===== src/rtl/timer_counter.sv =====
// Memory-mapped countdown timer: CTRL/PRESET/COUNT registers behind the CPU bridge,
// one-shot (mode 00) or auto-reload (mode 01) countdown, level interrupt gated by IM.
module timer_counter #(
    parameter int CNT_W = 32
) (
    input  logic        clk,
    input  logic        reset,
    input  logic [31:0] Addr,
    input  logic        WE,
    input  logic [31:0] Din,
    output logic [31:0] Dout,
    output logic        IRQ
);

    typedef enum logic [1:0] {
        S_IDLE,
        S_LOAD,
        S_CNT,
        S_INT
    } state_t;

    localparam logic [1:0] REG_CTRL    = 2'd0;
    localparam logic [1:0] REG_PRESET  = 2'd1;
    localparam logic [1:0] REG_COUNT   = 2'd2;
    localparam logic [1:0] MODE_RELOAD = 2'b01;

    state_t           r_state;
    state_t           w_stateNext;
    logic             r_enable;
    logic [1:0]       r_mode;
    logic             r_im;
    logic [CNT_W-1:0] r_preset;
    logic [CNT_W-1:0] r_count;
    logic             r_irqFlag;

    logic             w_wrCtrl;
    logic             w_wrPreset;
    logic             w_load;
    logic             w_dec;
    logic             w_expire;
    logic             w_autoDisable;
    logic             w_reloadAck;
    logic             w_unusedAddr;

    assign w_wrCtrl     = WE && (Addr[3:2] == REG_CTRL);
    assign w_wrPreset   = WE && (Addr[3:2] == REG_PRESET);
    assign w_unusedAddr = ^{Addr[31:4], Addr[1:0]};

    always_ff @(posedge clk or negedge reset) begin
        if (!reset) begin
            r_state <= S_IDLE;
        end else begin
            r_state <= w_stateNext;
        end
    end

    // The FSM sees the registered Enable, so a CPU write acts from the following edge.
    always_comb begin
        w_stateNext   = r_state;
        w_load        = 1'b0;
        w_dec         = 1'b0;
        w_expire      = 1'b0;
        w_autoDisable = 1'b0;
        w_reloadAck   = 1'b0;
        case (r_state)
            S_IDLE: begin
                if (r_enable) begin
                    w_stateNext = S_LOAD;
                end
            end
            S_LOAD: begin
                if (!r_enable) begin
                    w_stateNext = S_IDLE;
                end else begin
                    w_load      = 1'b1;
                    w_stateNext = S_CNT;
                end
            end
            S_CNT: begin
                if (!r_enable) begin
                    w_stateNext = S_IDLE;
                end else if (r_count > CNT_W'(1)) begin
                    w_dec = 1'b1;
                end else begin
                    w_expire    = 1'b1;
                    w_stateNext = S_INT;
                end
            end
            S_INT: begin
                if (r_mode == MODE_RELOAD) begin
                    w_reloadAck = 1'b1;
                    w_stateNext = S_LOAD;
                end else begin
                    w_autoDisable = 1'b1;
                    w_stateNext   = S_IDLE;
                end
            end
            default: begin
                w_stateNext = S_IDLE;
            end
        endcase
    end

    // A CPU write to CTRL takes priority over the one-shot auto-disable.
    always_ff @(posedge clk or negedge reset) begin
        if (!reset) begin
            r_enable <= 1'b0;
            r_mode   <= 2'b00;
            r_im     <= 1'b0;
        end else if (w_wrCtrl) begin
            r_enable <= Din[0];
            r_mode   <= Din[2:1];
            r_im     <= Din[3];
        end else if (w_autoDisable) begin
            r_enable <= 1'b0;
        end
    end

    always_ff @(posedge clk or negedge reset) begin
        if (!reset) begin
            r_preset <= '0;
        end else if (w_wrPreset) begin
            r_preset <= Din[CNT_W-1:0];
        end
    end

    // COUNT is never written by the CPU; the decrement stops at 0 so it cannot wrap.
    always_ff @(posedge clk or negedge reset) begin
        if (!reset) begin
            r_count <= '0;
        end else if (w_load) begin
            r_count <= r_preset;
        end else if (w_dec) begin
            r_count <= r_count - CNT_W'(1);
        end else if (w_expire) begin
            r_count <= '0;
        end
    end

    // Expiry wins over a coincident register write so an interrupt is never lost.
    always_ff @(posedge clk or negedge reset) begin
        if (!reset) begin
            r_irqFlag <= 1'b0;
        end else if (w_expire) begin
            r_irqFlag <= 1'b1;
        end else if (w_wrCtrl || w_wrPreset || w_reloadAck) begin
            r_irqFlag <= 1'b0;
        end
    end

    always_comb begin
        Dout = '0;
        case (Addr[3:2])
            REG_CTRL:   Dout = {28'd0, r_im, r_mode, r_enable};
            REG_PRESET: Dout = 32'(r_preset);
            REG_COUNT:  Dout = 32'(r_count);
            default:    Dout = '0;
        endcase
    end

    assign IRQ = r_irqFlag & r_im;

endmodule


===== config.mk =====
export PLATFORM = sky130hd
export DESIGN_NAME = timer_counter
export DESIGN_NICKNAME = d
export VERILOG_FILES = /design/src/rtl/timer_counter.sv
export SDC_FILE = /design/constraint.sdc
export NUM_CORES = 1
export LEC_CHECK = 0
export BUFFER_PORTS_ARGS = -buffer_cell sky130_fd_sc_hd__buf_2
export CAP_MARGIN = 15
export CORE_MARGIN = 2
export CORE_UTILIZATION = 45
export CTS_BUF_LIST = sky130_fd_sc_hd__clkbuf_16
export DETAILED_ROUTE_END_ITERATION = 6
export PLACE_DENSITY = 0.81
export SYNTH_ARGS = -nofsm -noshare
export SYNTH_HDL_FRONTEND = slang
export SYNTH_SLANG_ARGS = --single-unit

===== constraint.sdc =====
create_clock -name clk -period 7.7 [get_ports clk]
set_clock_uncertainty 0.15 [all_clocks]
set_input_delay 1.54 -clock clk [delete_from_list [all_inputs] [get_ports clk]]
set_output_delay 1.54 -clock clk [all_outputs]
set_load 0.05 [all_outputs]

==> reports/results.ini <==
[status]
status = finished, final reports clean

[finish]
drive_gt1_share_pct = 30.4
nets = 502
postLayoutCellArea_sq_um = 4500
fin_util_pct = 54.8
area_growth_pct = 17.9
antenna_cells = 0

[critical_path]
worstPathRequired_ns = 6.01
start_kind = primary input
crit_slowest_cell = nor2b_2
cp_data_arrival_time_ns = 3.20
cpMostUsedCell = buf_2
reg2reg_depth = 6
path_cells = buf_2 -> nor2b_2 -> buf_4 -> a22o_1 -> buf_2
crit_type = primary input to output port
critPathMaxStageDelay_ns = 0.65
crit_start = Addr[2]
worstSetupEndpointType = output port
crit_fanout = 18
r2r_setup_slack_ns = 4.20
r2r_start = r_count[5]

[timing]
fin_crit_sh_pct = 63.4
holdWs_ns = 0.362
final-max-slew-violation-count = 0
min_period_ns = 4.89
tightest_slew_ns = 0.917
slew_headroom_pct = 38.9
final_hold_viol_count = 0
finalSetupTns_ns = 0
rsz0062_at_grt = no
max_clock_freq_mhz = 205
setup_viol = 0

[logic_synthesis]
synth-edff-count = 0
yosysTopAreaCell = dfrtp_1
synth_top_area_share_pct = 46.5
yosysWarnings = 0
synth_seq_cells = 71
async_reset_ff_share_pct = 100
syn_area_sq_um = 3820
synth_area_leaders = dfrtp_1 47%, mux2_2 10%, a22o_1 6.4%, o21ai_0 3.5%, nand2_1 3.2%
synthCells = 372
synth_ff_type = dfrtp_1
synth_cell_types = 51
synth_nets = 441
ys_seq_area_share_pct = 46.5
avgSynthCellArea_sq_um = 10.3

[power]
p_clk_share_pct = 22.7
swShare_pct = 41.8
ir_worst_vdd_mv = 0.162
power_frac_comb_pct = 36.5
p_total_w = 0.00160
power_frac_seq_pct = 40.8
cellInternalPower_w = 0.000928
power.switching_w = 0.000668
p_leak_nw = 2.00
power_per_cell_area_nw_per_um2 = 355

[drt]
wl_per_cell_microns = 17.7
drc = 0
top_layer = met4
dr_wl_met2_microns = 4490
firstDrtPassIters = 5
wl_met1_microns = 4280
finalWirelength_microns = 9600
ant_nets = 0
drt_iter0_markers = 330
vias = 3329
detail_route.vias_per_cell = 6.13
wl_met3_microns = 677

[clock_network]
holdBufCountCts = 0
post_cts_buffers = 0
cts_root_buf = clkbuf_16
clock_sinks = 71
cts_buffers = 9
insertion_delay_ns = 0.33
cts.path.max_buffers = 2
cts_resized = 0
htree_levels = 3
cts_tree = yes
clk_pin_slew_ns = 0.05

[hold_path]
hold_path_depth = 2
worstHoldStart = r_preset[20]
min_path_type = register to register

[floorplanning]
die_y_microns = 96.1
dieWidth_microns = 96.1
initial_core_util_pct = 46.5
core_area_sq_um = 8220
core.rowCount = 33
die_area_sq_um = 9240
ios = 100

[placement]
routabilityCongestion = 0.878
io_buffer_count = 69
dp_hpwl_microns = 6480
dpl_cell_area_sq_um = 4240

[global_routing]
grtUsageTotal_pct = 22.3
antenna_found_initial = 0
grt_pass1_wl_microns = 15900
grt_pass1_vias = 3190
grt_max_degree = 72
grt_overflow = 0

[flow_run]
cap_violations = 0

==> per-layer routing <==
| metal | global-route usage [%] | vias up |
|---|---|---|
| li1 | - | 1541 |
| met1 | 31.6 | 1628 |
| met2 | 33.6 | 141 |
| met3 | 3.76 | 19 |
| met4 | 9.76 | 0 |
| met5 | 0 | - |
==> per-stage QoR <==
step / std cells / setup slack (ns)
global placement: 527 / 2.88
CTS: 543 / 2.83
detailed placement: 527 / 2.83
global route: 543 / 2.66
floorplan: 372 / 3.00
finish: 543 / 2.81
==> worst max-delay path, delay by kind of cell <==
kind,cells,cell delay (ns)
AOI/OAI and AO/OA,1,0.20
and+or+nand+nor,1,0.65
buffers and inverters,3,0.80
==> cell type report <==
type,count,area (sq um)
fill,737,3720
multi-input combinational,272,1930
sequential,71,1780
timing repair buffer,75,390
clock buffer,9,225
tap,105,131
clock inverter,7,33.8
inverter,4,15.0
==> cell usage in the layout, fill, tap and decap left out, drive strengths merged, types with 3 or more instances in the layout <==
cell type | netlist | routed
buf | 8 | 75
a22o | 28 | 28
nand2 | 33 | 33
nand3 | 16 | 16
mux2i | 4 | 4
mux2 | 35 | 35
o31ai | 4 | 4
nor3 | 13 | 13
clkinv | 0 | 3
a22oi | 11 | 11
xor2 | 3 | 3
a221o | 10 | 10
nand2b | 5 | 5
nor4 | 13 | 13
o211ai | 5 | 5
nor2 | 18 | 18
a21oi | 10 | 10
or4 | 3 | 3
nor2b | 3 | 3
xnor2 | 3 | 3
dfrtp | 71 | 71
o21ai | 29 | 29
clkbuf | 17 | 9
inv | 4 | 7
==> Yosys cell counts, types with 2 or more instances <==
library cell,number
o41ai_1,2
inv_1,4
a21oi_1,10
clkbuf_1,17
o31ai_1,4
nor2b_1,3
nor2_1,18
nor3_1,13
or3_1,2
buf_1,5
a22oi_1,11
a22o_1,28
xnor2_1,3
a31oi_1,2
dfrtp_1,71
o21ai_0,27
mux2_2,35
or2_2,2
or4_1,3
nor4_1,11
o211ai_1,5
nand2b_1,5
nand3_1,16
a221o_1,10
nand2_1,33
mux2i_1,4
ha_1,2
xor2_1,3
==> flip-flops by register name, indices dropped and copies added, names as in the netlist <==
signal,flops
r_state,2
r_count,32
r_irqFlag,1
r_preset,32
r_mode,2
r_im,1
r_enable,1
==> cell families (layout without fill, tap and decap cells) <==
family	after synthesis	count (layout)	share of synthesized area [%]
xor+xnor	6	6	1.38
fa+ha+maj	2	2	0.655
flops	71	71	46.5
compound gates	108	108	20.6
simple gates	117	117	16.3
buf+inv	29	95	3.18
mux	39	39	11.4
==> power by group through the flow <==
stage | sequential [W] | combinational [W] | clock (W)
after global placement | 0.000641 | 0.000562 | 0
after detailed placement | 0.000653 | 0.000576 | 0
final | 0.000652 | 0.000582 | 0.000362
after CTS | 0.000648 | 0.000582 | 0.000367
after global routing | 0.000672 | 0.000641 | 0.000383
after floorplan | 0.000597 | 0.000477 | 0
==> worst paths after layout <==
| path | to |
|---|---|
| max in group asynchronous | r_count[6] |
| max reg2reg | r_count[11] |
| min reg2reg | r_count[20] |
| max | Dout[31] |
| min in group asynchronous | r_im |
| min | r_count[20] |
Power figures use the tool's default switching activity.
